<file path="src/rtl/uart_trx.sv">
// Full-duplex UART transceiver with first-word-fall-through TX/RX FIFOs.
// Define UART_PARITY_EN to add an even-parity bit and the rx_parity_err port.

module uart_trx_fifo #(
  parameter int WIDTH = 8,
  parameter int DEPTH = 16
) (
  input  logic             clk,
  input  logic             rst,
  input  logic             push,
  input  logic [WIDTH-1:0] wdata,
  input  logic             pop,
  output logic [WIDTH-1:0] rdata,
  output logic             empty,
  output logic             full
);
  localparam int AW = $clog2(DEPTH);
  localparam logic [AW-1:0] PTR_ONE  = AW'(1);
  localparam logic [AW:0]   CNT_ONE  = (AW+1)'(1);
  localparam logic [AW:0]   CNT_FULL = (AW+1)'(DEPTH);

  logic [WIDTH-1:0] mem_q [DEPTH];
  logic [AW-1:0]    wr_ptr_q, wr_ptr_d, rd_ptr_q, rd_ptr_d;
  logic [AW:0]      count_q, count_d;
  logic             do_push, do_pop;

  assign empty = (count_q == {(AW+1){1'b0}});
  assign full  = (count_q == CNT_FULL);
  assign rdata = empty ? {WIDTH{1'b0}} : mem_q[rd_ptr_q];

  // Pointer and occupancy next-state; a pop frees the slot a same-cycle push needs.
  always_comb begin
    do_pop   = pop && !empty;
    do_push  = push && (!full || do_pop);
    wr_ptr_d = do_push ? (wr_ptr_q + PTR_ONE) : wr_ptr_q;
    rd_ptr_d = do_pop ? (rd_ptr_q + PTR_ONE) : rd_ptr_q;
    case ({do_push, do_pop})
      2'b10:   count_d = count_q + CNT_ONE;
      2'b01:   count_d = count_q - CNT_ONE;
      default: count_d = count_q;
    endcase
  end

  // Pointer and occupancy registers.
  always_ff @(posedge clk) begin
    if (rst) begin
      wr_ptr_q <= {AW{1'b0}};
      rd_ptr_q <= {AW{1'b0}};
      count_q  <= {(AW+1){1'b0}};
    end else begin
      wr_ptr_q <= wr_ptr_d;
      rd_ptr_q <= rd_ptr_d;
      count_q  <= count_d;
    end
  end

  // Storage array write port.
  always_ff @(posedge clk) begin
    if (do_push) begin
      mem_q[wr_ptr_q] <= wdata;
    end
  end
endmodule

module uart_trx #(
  parameter int CLKDIV     = 16,
  parameter int DATA_BITS  = 8,
  parameter int STOP_BITS  = 1,
  parameter int FIFO_DEPTH = 16
) (
  input  logic                 clk,
  input  logic                 rst,
  input  logic                 rx,
  output logic                 tx,
  input  logic [DATA_BITS-1:0] tx_data,
  input  logic                 tx_valid,
  output logic                 tx_ready,
  output logic [DATA_BITS-1:0] rx_data,
  output logic                 rx_valid,
  input  logic                 rx_ready,
  output logic                 rx_frame_err,
  output logic                 rx_overrun
`ifdef UART_PARITY_EN
  , output logic               rx_parity_err
`endif
);
  localparam int DIV_W = $clog2(CLKDIV);
  localparam int BIT_W = 4;
  localparam logic [DIV_W-1:0] DIV_ZERO = {DIV_W{1'b0}};
  localparam logic [DIV_W-1:0] DIV_ONE  = DIV_W'(1);
  localparam logic [DIV_W-1:0] DIV_LAST = DIV_W'(CLKDIV - 1);
  localparam logic [DIV_W-1:0] DIV_HALF = DIV_W'(CLKDIV / 2 - 1);
  localparam logic [BIT_W-1:0] BIT_ZERO = {BIT_W{1'b0}};
  localparam logic [BIT_W-1:0] BIT_ONE  = BIT_W'(1);
  localparam logic [BIT_W-1:0] DATA_LAST = BIT_W'(DATA_BITS - 1);
  localparam logic [BIT_W-1:0] STOP_LAST = BIT_W'(STOP_BITS - 1);

  typedef enum logic [2:0] {
    TX_IDLE = 3'd0, TX_START = 3'd1, TX_DATA = 3'd2, TX_PARITY = 3'd3, TX_STOP = 3'd4
  } tx_state_e;

  typedef enum logic [2:0] {
    RX_WAIT = 3'd0, RX_IDLE = 3'd1, RX_START = 3'd2, RX_DATA = 3'd3, RX_PARITY = 3'd4,
    RX_STOP = 3'd5
  } rx_state_e;

`ifdef UART_PARITY_EN
  function automatic logic even_parity(input logic [DATA_BITS-1:0] d);
    return ^d;
  endfunction
`endif

  // TX side
  tx_state_e            tx_state_q, tx_state_d;
  logic [DIV_W-1:0]     tx_div_q, tx_div_d;
  logic [BIT_W-1:0]     tx_bit_q, tx_bit_d;
  logic [DATA_BITS-1:0] tx_sh_q, tx_sh_d;
  logic                 tx_q, tx_d;
  logic                 tx_pop, tx_tick, tx_empty, tx_full;
  logic [DATA_BITS-1:0] tx_head;
`ifdef UART_PARITY_EN
  logic                 tx_par_q, tx_par_d;
`endif

  uart_trx_fifo #(.WIDTH(DATA_BITS), .DEPTH(FIFO_DEPTH)) u_tx_fifo (
    .clk(clk), .rst(rst), .push(tx_valid), .wdata(tx_data), .pop(tx_pop),
    .rdata(tx_head), .empty(tx_empty), .full(tx_full)
  );

  assign tx_ready = !tx_full;
  assign tx       = tx_q;

  // TX frame sequencer; tx_d is the line level for the bit being entered.
  always_comb begin
    tx_state_d = tx_state_q;
    tx_div_d   = tx_div_q;
    tx_bit_d   = tx_bit_q;
    tx_sh_d    = tx_sh_q;
    tx_d       = tx_q;
    tx_pop     = 1'b0;
    tx_tick    = (tx_div_q == DIV_LAST);
`ifdef UART_PARITY_EN
    tx_par_d   = tx_par_q;
`endif
    case (tx_state_q)
      TX_IDLE: begin
        tx_d     = 1'b1;
        tx_div_d = DIV_ZERO;
        if (!tx_empty) begin
          tx_pop     = 1'b1;
          tx_sh_d    = tx_head;
`ifdef UART_PARITY_EN
          tx_par_d   = even_parity(tx_head);
`endif
          tx_state_d = TX_START;
          tx_d       = 1'b0;
        end else begin
          tx_state_d = TX_IDLE;
        end
      end
      TX_START: begin
        if (tx_tick) begin
          tx_div_d   = DIV_ZERO;
          tx_bit_d   = BIT_ZERO;
          tx_state_d = TX_DATA;
          tx_d       = tx_sh_q[0];
        end else begin
          tx_div_d = tx_div_q + DIV_ONE;
        end
      end
      TX_DATA: begin
        if (tx_tick) begin
          tx_div_d = DIV_ZERO;
          if (tx_bit_q == DATA_LAST) begin
            tx_bit_d   = BIT_ZERO;
`ifdef UART_PARITY_EN
            tx_state_d = TX_PARITY;
            tx_d       = tx_par_q;
`else
            tx_state_d = TX_STOP;
            tx_d       = 1'b1;
`endif
          end else begin
            tx_bit_d = tx_bit_q + BIT_ONE;
            tx_sh_d  = {1'b0, tx_sh_q[DATA_BITS-1:1]};
            tx_d     = tx_sh_q[1];
          end
        end else begin
          tx_div_d = tx_div_q + DIV_ONE;
        end
      end
`ifdef UART_PARITY_EN
      TX_PARITY: begin
        if (tx_tick) begin
          tx_div_d   = DIV_ZERO;
          tx_bit_d   = BIT_ZERO;
          tx_state_d = TX_STOP;
          tx_d       = 1'b1;
        end else begin
          tx_div_d = tx_div_q + DIV_ONE;
        end
      end
`endif
      TX_STOP: begin
        if (tx_tick) begin
          tx_div_d = DIV_ZERO;
          if (tx_bit_q == STOP_LAST) begin
            // Chain straight into the next start bit when more data is queued.
            if (!tx_empty) begin
              tx_pop     = 1'b1;
              tx_sh_d    = tx_head;
`ifdef UART_PARITY_EN
              tx_par_d   = even_parity(tx_head);
`endif
              tx_state_d = TX_START;
              tx_d       = 1'b0;
            end else begin
              tx_state_d = TX_IDLE;
              tx_d       = 1'b1;
            end
          end else begin
            tx_bit_d = tx_bit_q + BIT_ONE;
            tx_d     = 1'b1;
          end
        end else begin
          tx_div_d = tx_div_q + DIV_ONE;
        end
      end
      default: begin
        tx_state_d = TX_IDLE;
        tx_d       = 1'b1;
      end
    endcase
  end

  // TX state registers.
  always_ff @(posedge clk) begin
    if (rst) begin
      tx_state_q <= TX_IDLE;
      tx_div_q   <= DIV_ZERO;
      tx_bit_q   <= BIT_ZERO;
      tx_sh_q    <= {DATA_BITS{1'b0}};
      tx_q       <= 1'b1;
`ifdef UART_PARITY_EN
      tx_par_q   <= 1'b0;
`endif
    end else begin
      tx_state_q <= tx_state_d;
      tx_div_q   <= tx_div_d;
      tx_bit_q   <= tx_bit_d;
      tx_sh_q    <= tx_sh_d;
      tx_q       <= tx_d;
`ifdef UART_PARITY_EN
      tx_par_q   <= tx_par_d;
`endif
    end
  end

  // RX side
  rx_state_e            rx_state_q, rx_state_d;
  logic [DIV_W-1:0]     rx_div_q, rx_div_d;
  logic [BIT_W-1:0]     rx_bit_q, rx_bit_d;
  logic [DATA_BITS-1:0] rx_sh_q, rx_sh_d;
  logic [1:0]           rx_sync_q, rx_sync_d;
  logic                 rx_prev_q, rx_prev_d;
  logic                 frame_err_q, frame_err_d, overrun_q, overrun_d;
  logic                 rx_line, rx_tick, rx_push, rx_pop, rx_empty, rx_full;
`ifdef UART_PARITY_EN
  logic                 rx_par_q, rx_par_d, parity_err_q, parity_err_d;
`endif

  uart_trx_fifo #(.WIDTH(DATA_BITS), .DEPTH(FIFO_DEPTH)) u_rx_fifo (
    .clk(clk), .rst(rst), .push(rx_push), .wdata(rx_sh_q), .pop(rx_ready),
    .rdata(rx_data), .empty(rx_empty), .full(rx_full)
  );

  assign rx_line      = rx_sync_q[1];
  assign rx_valid     = !rx_empty;
  assign rx_pop       = rx_ready && rx_valid;
  assign rx_frame_err = frame_err_q;
  assign rx_overrun   = overrun_q;
`ifdef UART_PARITY_EN
  assign rx_parity_err = parity_err_q;
`endif

  // RX frame sequencer; samples each bit at its centre, counted from the start-bit edge.
  always_comb begin
    rx_sync_d   = {rx_sync_q[0], rx};
    rx_prev_d   = rx_line;
    rx_state_d  = rx_state_q;
    rx_div_d    = rx_div_q;
    rx_bit_d    = rx_bit_q;
    rx_sh_d     = rx_sh_q;
    rx_push     = 1'b0;
    frame_err_d = 1'b0;
    overrun_d   = 1'b0;
    rx_tick     = (rx_div_q == DIV_LAST);
`ifdef UART_PARITY_EN
    rx_par_d     = rx_par_q;
    parity_err_d = 1'b0;
`endif
    case (rx_state_q)
      RX_WAIT: begin
        rx_div_d   = DIV_ZERO;
        rx_state_d = rx_line ? RX_IDLE : RX_WAIT;
      end
      RX_IDLE: begin
        rx_div_d   = DIV_ZERO;
        rx_state_d = (rx_prev_q && !rx_line) ? RX_START : RX_IDLE;
      end
      RX_START: begin
        if (rx_div_q == DIV_HALF) begin
          rx_div_d   = DIV_ZERO;
          rx_bit_d   = BIT_ZERO;
          rx_state_d = rx_line ? RX_IDLE : RX_DATA;
        end else begin
          rx_div_d = rx_div_q + DIV_ONE;
        end
      end
      RX_DATA: begin
        if (rx_tick) begin
          rx_div_d = DIV_ZERO;
          rx_sh_d  = {rx_line, rx_sh_q[DATA_BITS-1:1]};
          if (rx_bit_q == DATA_LAST) begin
            rx_bit_d   = BIT_ZERO;
`ifdef UART_PARITY_EN
            rx_state_d = RX_PARITY;
`else
            rx_state_d = RX_STOP;
`endif
          end else begin
            rx_bit_d = rx_bit_q + BIT_ONE;
          end
        end else begin
          rx_div_d = rx_div_q + DIV_ONE;
        end
      end
`ifdef UART_PARITY_EN
      RX_PARITY: begin
        if (rx_tick) begin
          rx_div_d   = DIV_ZERO;
          rx_par_d   = rx_line;
          rx_state_d = RX_STOP;
        end else begin
          rx_div_d = rx_div_q + DIV_ONE;
        end
      end
`endif
      RX_STOP: begin
        if (rx_tick) begin
          rx_div_d = DIV_ZERO;
          if (!rx_line) begin
            frame_err_d = 1'b1;
            rx_state_d  = RX_WAIT;
          end else begin
            rx_push      = 1'b1;
            overrun_d    = rx_full && !rx_pop;
`ifdef UART_PARITY_EN
            parity_err_d = rx_par_q ^ even_parity(rx_sh_q);
`endif
            rx_state_d   = RX_IDLE;
          end
        end else begin
          rx_div_d = rx_div_q + DIV_ONE;
        end
      end
      default: begin
        rx_state_d = RX_WAIT;
      end
    endcase
  end

  // RX state registers; synchroniser clears low so a line held low at reset is ignored.
  always_ff @(posedge clk) begin
    if (rst) begin
      rx_state_q  <= RX_WAIT;
      rx_div_q    <= DIV_ZERO;
      rx_bit_q    <= BIT_ZERO;
      rx_sh_q     <= {DATA_BITS{1'b0}};
      rx_sync_q   <= 2'b00;
      rx_prev_q   <= 1'b0;
      frame_err_q <= 1'b0;
      overrun_q   <= 1'b0;
`ifdef UART_PARITY_EN
      rx_par_q     <= 1'b0;
      parity_err_q <= 1'b0;
`endif
    end else begin
      rx_state_q  <= rx_state_d;
      rx_div_q    <= rx_div_d;
      rx_bit_q    <= rx_bit_d;
      rx_sh_q     <= rx_sh_d;
      rx_sync_q   <= rx_sync_d;
      rx_prev_q   <= rx_prev_d;
      frame_err_q <= frame_err_d;
      overrun_q   <= overrun_d;
`ifdef UART_PARITY_EN
      rx_par_q     <= rx_par_d;
      parity_err_q <= parity_err_d;
`endif
    end
  end
endmodule

</file>
<file path="config.mk">
export PLATFORM = sky130hd
export DESIGN_NAME = uart_trx
export DESIGN_NICKNAME = d
export VERILOG_FILES = /design/src/rtl/uart_trx.sv
export SDC_FILE = /design/constraint.sdc
export NUM_CORES = 1
export LEC_CHECK = 0
export CORE_MARGIN = 5
export CORE_UTILIZATION = 39
export CTS_BUF_LIST = sky130_fd_sc_hd__clkbuf_16
export DETAILED_ROUTE_END_ITERATION = 16
export PLACE_DENSITY = 0.66
export SETUP_SLACK_MARGIN = 0.3
export SYNTH_ARGS = -nofsm -noshare
export SYNTH_HDL_FRONTEND = slang
export SYNTH_HIERARCHICAL = 1
export SYNTH_SLANG_ARGS = --single-unit
</file>
<file path="constraint.sdc">
create_clock -name clk -period 6.15 [get_ports clk]
set_input_delay 1.23 -clock clk [delete_from_list [all_inputs] [get_ports clk]]
set_output_delay 1.23 -clock clk [all_outputs]
set_load 0.02 [all_outputs]
</file>
After elaboration in Yosys (flattened, before gate mapping)
Memory sizes are Yosys's and may differ from the RTL's. A register that Yosys moved wholly into a read port is not among the register bits.
Cells that the tools add are included.
- bits in writable memories: 256
- input bits: 13
- word-level logic and storage cells: 165
- register bits after elaboration: 70
- memories: 2
- memories (name ; depth ; bits a word ; read ports ; clocked after Yosys merged registers in ; wr ports ; line ; text):
    u_rx_fifo.mem_q ; 16 ; 8 ; 1 ; 1 ; 1 ; 22 ; logic [WIDTH-1:0] mem_q [DEPTH];
    u_tx_fifo.mem_q ; 16 ; 8 ; 1 ; 1 ; 1 ; 22 ;
- reduce and logical (&&, ||, !) cells: 38
- bitwise gates (word level): 3
- add/sub/neg operators: 12
- mux-type cells: 62
- equality and inequality tests: 29
- operator list (cell ; number):
    4-bit two-way mux ; 15
    8-bit two-way mux ; 6
    4-bit by 1-bit adder with 4-bit output, second input constant ; 8
    3-bit two-way mux ; 9
    4-bit one-hot mux with 3 select lines ; 2
    8-bit one-hot mux with 3 select lines ; 1
    2-bit inequality test, second input constant ; 11
    5-bit one-hot mux with 2 select lines ; 2
    1-bit two-way mux ; 19
    4-bit one-hot mux with 2 select lines ; 2
    3-bit one-hot mux with 5 select lines ; 1
    5-bit AND reduction ; 3
    4-bit by 3-bit == test with 1-bit output, second input constant ; 3
    3-bit one-hot mux with 4 select lines ; 1
    5-bit by 1-bit adder with 5-bit output, second input constant ; 2
    5-bit == test, second input constant ; 2
    5-bit zero test ; 2
    5-bit by 1-bit subtractor with 5-bit output, second input constant ; 2
    3-bit by 2-bit == test with 1-bit output, second input constant ; 3
    3-bit nonzero test ; 3
    4-bit == test, second input constant ; 2
    2-bit nonzero test ; 4
    3-bit by 1-bit == test with 1-bit output, second input constant ; 2
    3-bit == test, second input constant ; 2
    17 further kinds ; 37

Longest topological paths before layout
Gate-level depths: netlist of the first run.
- word-level depth: 10
- depth in mapped cells: 13
- depth with buffers taken out: 13

Cells and area by module
Netlist of the first run, hierarchy kept.
- modules (own cells, without submodules) (module ; cells an instance ; instances ; area each (um2)):
    uart_trx_fifo (u_rx_fifo) ; 333 ; 1 ; 5969.5
    uart_trx_fifo (u_tx_fifo) ; 323 ; 1 ; 5905.7
    uart_trx ; 266 ; 1 ; 2262.2

Worst setup path after synthesis of the first run
Ideal clock, no wire load.
- path kind: register to register
- from: register u_tx_fifo.count_q[0]
- to: memory u_tx_fifo.mem_q[0][0], enable pin
- data arrival time: 2.874 ns
- cell stages (with the launch flop): 10
- setup slack: 2.892 ns
- period minus slack after synthesis: 3.258 ns
- data required time: 5.767 ns
- cells stage by stage: dfxtp_1 or4_1 buf_6 nor2_2 or3_1 a21oi_1 nor2b_1 a21boi_1 nand2_1 nor3_1
- cells in the longest elaborated chain, start to end: 10
- elaborated cells on any way between the ends: 13
- classes of those cells: eq/ne: 1; mux: 6; reduce/logical: 6
- ends and longest elaborated chain (what ; line ; text):
    start, declared ; 24 ; logic [AW:0] count_q, count_d;
    start signal, assigned ; 49 ; count_q <= {(AW+1){1'b0}};
    start signal, assigned ; 53 ; count_q <= count_d;
    5-bit zero test (*) ; 27 ; assign empty = (count_q == {(AW+1){1'b0}});
    named net tx_empty ; 119 ; logic tx_pop, tx_tick, tx_empty, tx_full;
    1-bit two-way mux (*) ; 149, 209 ;
    1-bit two-way mux ; 207 ; if (tx_bit_q == STOP_LAST) begin
    1-bit two-way mux ; 205 ; if (tx_tick) begin
    1-bit one-hot mux with 2 select lines (*) ; 145 ; case (tx_state_q)
    named net tx_pop ; 119 ;
    1-bit logical AND (*) ; 33 ; do_pop = pop && !empty;
    1-bit logical OR (*) ; 34 ; do_push = push && (!full || do_pop);
    1-bit logical AND (*) ; 34 ;
    1-bit two-way mux (*) ; 59 ; if (do_push) begin
    1-bit two-way mux (implied by the code) (*) ; 60 ; mem_q[wr_ptr_q] <= wdata;
    end, declared ; 22 ;
Mark *: on every way through the listed nets, which the timed path passes. The rest lies on a longest branch.

==> results.yml, run 1 <==
sta:
  slew_headroom_pct: 19.61
  fin_crit_sh_pct: 72.71
  worst_slew_pin_slew_ns: 1.197
  setup-violations-final: 0
  finalHoldViolCount: 0
  fin_skew_ns: 0.01737
  drv_slew: 0
  setup-tns-final_ns: 0
  whs_ns: 0.4726
  rsz0062_at_grt: "false"
  period_needed_ns: 4.472
  fmax_ghz: 0.2236
power_and_ir_drop:
  pwr-share-clk_pct: 37.5
  power.share.sequential_pct: 47.7
  p_sw_mw: 1.422
  switching_share_pct: 26.12
  internal_power_mw: 4.024
  p_leak_nw: 5.121
  ir_worst_vdd_v: 0.0002251
  power.density_mw_per_mm2: 342.0
  pwr-share-comb_pct: 14.8
routing:
  drc_errors: 0
  firstDrtPassIters: 4
  viasPerCell: 5.386
  ant_nets: 0
  drt-total-wl_mm: 27.20
  vias: 7707
  wire_per_inst_um: 19.01
  drt_iter0_drc: 465
global_routing:
  grt_pass1_wl_mm: 42.83
  grt_pass1_vias: 7617
  overflow: 0
  antenna_found_initial: 0
  grt_max_degree: 49
  grt_usage_pct: 13.26
synth:
  async_reset_ff_share_pct: 0
  ys_types: 73
  ys_seq_area_share_pct: 65.42
  syn-instance-count: 922
  synth_edf_count: 256
  ys_warn_count: 6
  synth_flop_cell: "edfxtp_1"
  syn-cell-area_mm2: 0.01414
  avgSynthCellArea_um2: 15.33
  synth-seq-cells: 334
  synth_nets: 958
final_layout:
  finalInstanceArea_mm2: 0.01593
  fin_util_pct: 44.66
  drive_gt1_share_pct: 15.46
  layout_commonest_cell: "edfxtp_1"
  num-fill-cells: 3096
  area_growth_pct: 12.65
  num_antenna_cells: 0
  nets: 979
  multiInputGateArea_mm2: 0.004557
  seq_area_mm2: 0.009253
  mostFrequentLayoutCells: "edfxtp_1 (256), dfxtp_1 (75), mux4_2 (64)"
worst_setup_path:
  start_kind: "flip-flop"
  slowest_delay_ns: 0.98
  crit_type: "reg2out"
  cp.arrival_ns: 3.24
  crit_path_end_kind: "output port"
  required_ns: 4.92
  crit_path_frequent_cell: "a211oi_1"
  cp_max_fo: 32
  worstPathCellList: "mux4_2, nor2b_1, a211oi_1, a211oi_1, clkdlybuf4s50_1"
  slowest_stage: "dfxtp_2"
clocking:
  cts_tree: "built"
  post-cts-setup-buffer-count: 0
  cts_buffers: 36
  cts.path.max_buffers: 3
  clock-sinks: 334
  ctsResizeCount: 0
  h-tree-depth: 2
  root_buffer: "clkbuf_16"
  clk_pin_slew_ns: 0.06
  clock_latency_ns: 0.53
  hold_buffers: 0
run_status:
  status: "finished clean"
die:
  die-area_mm2: 0.04016
  die_h_um: 200.4
  rows: 69
  core_area_mm2: 0.03566
  start_util_pct: 39.65
  dieWidth_um: 200.4
  io_pins: 26
place:
  placed_area_mm2: 0.01479
  io_buffers: 25
  routabilityCongestion: 0.7529
  hpwlAfterDp_mm: 16.83
hold_path:
  hp-class: "reg2reg"
run:
  maxCapViolCount: 0
[cell families (layout without fill, tap and decap cells)]
kind of cell	after synthesis	count (layout)	share of synthesized area, %
XOR/XNOR	16	16	0.9912
multiplexers	105	105	13.12
flip-flops	334	334	65.42
AND/OR/NAND/NOR	219	219	8.346
AO/OA/AOI/OAI	149	149	7.470
buffers and inverters	75	123	2.434
adder cells (fa/ha/maj)	24	24	2.213
[stage by stage]
stage / std cells / total power [mW] / setup WS, ns
3_3_place_gp: 1366 / 3.439 / 2.217
5_1_grt: 1431 / 5.695 / 1.423
3_5_place_dp: 1366 / 3.454 / 2.150
4_1_cts: 1431 / 5.505 / 1.581
2_1_floorplan: 922 / 3.266 / 2.892
6_report: 1431 / 5.446 / 1.678
[layout make-up]
cell class                      count  area share [%]
Sequential cell                   334           58.10
Clock buffer                       37           5.814
Timing Repair Buffer               35           2.011
Tap cell                          461           3.622
Multi-Input combinational cell    513           28.61
Inverter                           23          0.5421
Clock inverter                     28           1.296
[synth_stat cells, drive strengths merged, types with 3 or more instances]
cell type	number	area share [%]
nor2	60	1.6
and2	10	0.44
clkbuf	23	0.62
nor4	7	0.31
a21oi	35	1.2
inv	22	0.58
nand3	20	0.71
and3	5	0.22
nand2	20	0.53
nand2b	10	0.44
or2	3	0.13
mux4	64	10
nand4	6	0.31
o22ai	5	0.22
nand3b	3	0.16
o21a	8	0.48
mux2	3	0.24
o21ai	28	1.3
a211oi	37	2.0
a31oi	3	0.13
nor3b	7	0.44
buf	28	1.1
nor2b	29	1.3
o31ai	3	0.16
nor3	16	0.57
xnor2	6	0.37
o211ai	8	0.42
dfxtp	78	11
edfxtp	256	54
mux2i	38	2.7
ha	21	1.9
xor2	10	0.62
or3	12	0.53
or4	6	0.32
[routing by layer]
layer  routed length [um]  global-route usage [%]
met1                12370                   18.33
met2                13190                   21.89
met3                 1078                   2.199
met4                  563                   3.786
met5                    0                       0
[power by group through the flow]
stage          registers, mW  logic [mW]  clock network (mW)
2_1_floorplan           2.59       0.676                   0
3_3_place_gp            2.64       0.798                   0
3_5_place_dp            2.64       0.811                   0
4_1_cts                 2.60       0.813                2.10
5_1_grt                 2.61       0.899                2.18
6_report                2.60       0.808                2.04
[state kept, by name, indices dropped and copies added (netlist names), 2 cells and up, named ones only]
name,count
u_tx_fifo/rd_ptr_q,4
u_rx_fifo/rd_ptr_q,4
tx_bit_q,4
rx_div_q,4
tx_div_q,4
tx_state_q,3
tx_sh_q,8
rx_sh_q,8
u_tx_fifo/wr_ptr_q,4
rx_sync_q,2
u_rx_fifo/count_q,5
rx_state_q,3
u_tx_fifo/count_q,5
rx_bit_q,4
u_rx_fifo/wr_ptr_q,4
u_tx_fifo/mem_q,128
u_rx_fifo/mem_q,128
[worst paths after layout]
check	end	startpoint	slack, ns	cells after the start
max	rx_data[4]	flip-flop	1.68	5
min	tx_div_q[1]$_SDFFE_PP0P_	tx_div_q[1]$_SDFFE_PP0P_	0.47	2
max reg2reg	u_tx_fifo/mem_q[0][3]$_DFFE_PP_	u_tx_fifo/count_q[0]$_SDFFE_PP0P_	2.29	9
min reg2reg	tx_div_q[1]$_SDFFE_PP0P_	tx_div_q[1]$_SDFFE_PP0P_	0.47	2
[worst max-delay path, delay by kind of cell, from the launching register on]
family                 cells  cell delay, ns
DFF                        1            0.98
and+or+nand+nor            1            0.14
buffers and inverters      1            0.60
muxes                      1            0.59
AOI/OAI and AO/OA          2            0.40
Power figures use the tool's default switching activity.
==> run 2: changes to the inputs <==
clock period = 4.6 ns   (was 6.15 ns; I/O delays follow)
==> results.yml, run 2 (synthesis results as in run 1) <==
sta:
  fmax_ghz: 0.2441
  slew_headroom_pct: 39.03
  rsz0062_at_grt: "false"
  setup-violations-final: 0
  fin_ws_ns: 0.5025
  worst_slew_pin_slew_ns: 0.9134
  drv_slew: 0
  whs_ns: 0.4597
  fin_crit_sh_pct: 89.08
  period_needed_ns: 4.097
  fin_skew_ns: 0.02221
  finalHoldViolCount: 0
  setup-tns-final_ns: 0
global_routing:
  overflow: 0
  antenna_found_initial: 0
  grt_usage_pct: 13.62
  grt_max_degree: 59
  grt_pass1_wl_mm: 44.02
  grt_pass1_vias: 7884
clocking:
  h-tree-depth: 2
  ctsResizeCount: 0
  clock-sinks: 334
  cts.path.max_buffers: 3
  cts_buffers: 36
  root_buffer: "clkbuf_16"
  clock_latency_ns: 0.51
  hold_buffers: 0
  cts_tree: "built"
  post-cts-setup-buffer-count: 0
  clk_pin_slew_ns: 0.05
die:
  die_h_um: 200.4
  io_pins: 26
  dieWidth_um: 200.4
  die-area_mm2: 0.04016
  rows: 69
  core_area_mm2: 0.03566
  start_util_pct: 39.65
routing:
  drc_errors: 0
  firstDrtPassIters: 5
  drt_iter0_drc: 582
  viasPerCell: 5.411
  drt-total-wl_mm: 27.59
  vias: 7770
  ant_nets: 0
  wire_per_inst_um: 19.21
final_layout:
  mostFrequentLayoutCells: "edfxtp_1 (256), dfxtp_1 (75), mux4_2 (64)"
  area_growth_pct: 12.78
  num_antenna_cells: 0
  drive_gt1_share_pct: 15.59
  nets: 987
  layout_commonest_cell: "edfxtp_1"
  top_regs: "u_rx_fifo/mem_q: 128 flops, u_tx_fifo/mem_q: 128 flops"
worst_setup_path:
  slowest_stage: "or4_1"
  required_ns: 3.68
  cp_top_family: "simple AND/OR/NAND/NOR gates"
  cp_max_fo: 10
  cp.arrival_ns: 3.18
  crit_buf_inv: 1
  crit_path_end_kind: "output port"
  slowest_delay_ns: 0.80
  worstPathCellList: "or4_1, nor2_1, a211oi_1, clkdlybuf4s50_1"
  crit_type: "reg2out"
  start_kind: "flip-flop"
power_and_ir_drop:
  p_leak_nw: 5.162
  ir_worst_vdd_v: 0.0003793
  power.density_mw_per_mm2: 451.9
place:
  io_buffers: 25
  dp_slack_ns: 0.9392
  hpwlAfterDp_mm: 17.85
  routabilityCongestion: 0.7656
run_status:
  status: "finished clean"
run:
  maxCapViolCount: 0
hold_path:
  hp-class: "reg2reg"
run 2: stage by stage:
step / power (mW) / area (um^2) / utilization (%) / instances
floorplan: 4.366 / 14140 / - / 922
global placement: 4.602 / 14870 / 41.69 / 1374
detailed placement: 4.633 / 14870 / 41.69 / 1374
CTS: 7.282 / 15940 / 44.72 / 1436
global route: 7.541 / 15940 / 44.72 / 1436
finish: 7.205 / 15940 / 44.72 / 1436
run 2: path summary, 6_finish.rpt:
| check | start | endpoint | slack, ns | depth (start not counted) |
|---|---|---|---|---|
| hold / removal | rx_sync_q[0]$_SDFF_PP0_ | rx_sync_q[1]$_SDFF_PP0_ | 0.46 | 1 |
| hold reg to reg | rx_sync_q[0]$_SDFF_PP0_ | rx_sync_q[1]$_SDFF_PP0_ | 0.46 | 1 |
| setup reg to reg | u_tx_fifo/count_q[0]$_SDFFE_PP0P_ | u_tx_fifo/count_q[4]$_SDFFE_PP0P_ | 0.93 | 13 |
| setup / recovery | u_rx_fifo/count_q[0]$_SDFFE_PP0P_ | rx_data[6] | 0.50 | 4 |
run 2: routing by layer:
layer | GRT usage (%) | share of wire [%] | vias up | wire, um
li1 | - | - | 3668 | -
met1 | 18.51 | 45 | 3932 | 12310
met4 | 3.245 | 1.6 | 0 | 435
met3 | 2.296 | 3.9 | 28 | 1077
met2 | 23.12 | 50 | 142 | 13760
met5 | 0 | 0 | - | 0
run 2: area by class of cell:
type | instances | area (um^2)
clock buffer | 36 | 900.9
clock inverter | 26 | 177.7
fill | 3090 | 19710
inverter | 23 | 86.33
multi-input combinational | 513 | 4557
sequential | 334 | 9253
tap | 461 | 576.8
timing repair buffer | 43 | 392.9
run 2: where the power goes:
part	internal [mW]	total [mW]	switching (mW)
Clock	1.53	2.64	1.11
Sequential	3.34	3.47	0.131
Combinational	0.469	1.09	0.625
Total	5.34	7.21	1.87
==> run 3: changes to the inputs <==
CORE_MARGIN = unset   (was 5)
clock period = 3.83 ns   (was 4.6 ns; I/O delays follow)
==> results.yml, run 3 (synthesis results as in run 1) <==
sta:
  drv_slew: 0
  setup-violations-final: 0
  finalHoldViolCount: 0
  fin_crit_sh_pct: 88.57
  fmax_ghz: 0.2948
  rsz0062_at_grt: "false"
  worst_slew_pin_slew_ns: 0.9342
  fin_ws_ns: 0.4379
  slew_headroom_pct: 37.72
  period_needed_ns: 3.392
  setup-tns-final_ns: 0
  fin_skew_ns: 0.02643
  whs_ns: 0.4614
worst_setup_path:
  cp_max_fo: 10
  slowest_delay_ns: 0.58
  start_kind: "flip-flop"
  cp.arrival_ns: 2.63
  required_ns: 3.06
  crit_type: "reg2out"
  crit_path_end_kind: "output port"
  slowest_stage: "clkdlybuf4s50_1"
  worstPathCellList: "buf_4, mux4_2, mux2i_1, a211oi_1, clkdlybuf4s50_1"
die:
  rows: 69
  io_pins: 26
  core_area_mm2: 0.03566
  start_util_pct: 39.65
  die_h_um: 192.4
  die-area_mm2: 0.03702
  dieWidth_um: 192.4
clocking:
  cts_buffers: 37
  h-tree-depth: 2
  cts.path.max_buffers: 3
  clk_pin_slew_ns: 0.06
  cts_tree: "built"
  clock-sinks: 334
  hold_buffers: 0
  clock_latency_ns: 0.52
  root_buffer: "clkbuf_16"
global_routing:
  grt_pass1_vias: 7799
  overflow: 0
  grt_pass1_wl_mm: 44.09
  grt_usage_pct: 15.48
  antenna_found_initial: 0
  grt_max_degree: 36
place:
  routabilityCongestion: 0.7461
  io_buffers: 25
  placed_area_mm2: 0.01505
  hpwlAfterDp_mm: 17.85
  dp_cells: 1397
  dp_slack_ns: 0.6584
final_layout:
  nets: 1018
  num_antenna_cells: 0
  drive_gt1_share_pct: 19.33
  finalInstanceArea_mm2: 0.01630
  layout_commonest_cell: "edfxtp_1"
  fin_util_pct: 45.71
  area_growth_pct: 15.28
  mostFrequentLayoutCells: "edfxtp_1 (256), dfxtp_1 (75), mux4_2 (64)"
  final_cells: 1470
  top_regs: "u_rx_fifo/mem_q: 128 flops, u_tx_fifo/mem_q: 128 flops"
routing:
  vias: 7900
  firstDrtPassIters: 11
  drt-total-wl_mm: 27.79
  viasPerCell: 5.374
  ant_nets: 0
  drc_errors: 4
  drt_iter0_drc: 533
  wire_per_inst_um: 18.90
power_and_ir_drop:
  ir_worst_vdd_v: 0.0003885
  internal_power_mw: 6.644
  finalPower_mw: 8.966
  power.density_mw_per_mm2: 550.2
  switching_share_pct: 25.90
  pwr-share-comb_pct: 15.5
  pwr-share-clk_pct: 38.3
  p_leak_nw: 5.404
  p_sw_mw: 2.322
  power.share.sequential_pct: 46.2
run:
  maxCapViolCount: 0
run_status:
  status: "complete, but fails checks"
  violations: "design-rule violations"
hold_path:
  hp-class: "reg2reg"
-- run 3: cell count changes in the layout (fill, tap and decap cells not counted), moves of 4 or more --
cell / delta
clkdlybuf4s50_1: -6
buf_4: +30
clkinv_1: +4
inv_1: -10
-- run 3: area by class of cell --
class	instances	area (um^2)
Fill cell	3058	19360
Clock buffer	37	925.9
Clock inverter	29	255.2
Sequential cell	334	9258
Tap cell	461	576.8
Timing Repair Buffer	73	621.8
Inverter	23	86.33
Multi-Input combinational cell	513	4573
-- run 3: critical path, delay by kind of cell, from the launching register on --
kind	cells	cell delay [ns]
AOI/OAI and AO/OA	1	0.11
buffers and inverters	2	0.82
DFF	1	0.46
muxes	2	0.71
-- run 3: worst paths after layout --
kind	end	from	depth (start not counted)	slack [ns]
setup / recovery	rx_data[4]	flip-flop	5	0.44
hold reg to reg	rx_sync_q[1]$_SDFF_PP0_	rx_sync_q[0]$_SDFF_PP0_	1	0.46
hold / removal	rx_sync_q[1]$_SDFF_PP0_	rx_sync_q[0]$_SDFF_PP0_	1	0.46
setup reg to reg	u_tx_fifo/count_q[4]$_SDFFE_PP0P_	tx_bit_q[0]$_SDFFE_PP0P_	13	0.77
-- run 3: power groups by stage --
stage | clock (mW) | sequential [mW] | combinational, mW
2_1_floorplan | 0 | 4.16 | 1.08
3_3_place_gp | 0 | 4.22 | 1.36
3_5_place_dp | 0 | 4.22 | 1.39
4_1_cts | 3.51 | 4.14 | 1.40
5_1_grt | 3.66 | 4.17 | 1.54
6_report | 3.43 | 4.14 | 1.39
-- run 3: what timing repair did --
item | 4_1_cts | 5_1_grt
resized for setup | 5 | 4
setup endpoints to repair | 8 | 5
buffers inserted | 0 | 7
-- run 3: layer usage --
metal | track usage, % | up-vias | part of all wire (%)
met5 | 0 | - | 0
met4 | 3.967 | 0 | 1.9
met3 | 2.710 | 39 | 4.6
met2 | 25.26 | 172 | 48
met1 | 21.35 | 3965 | 45
li1 | - | 3724 | -
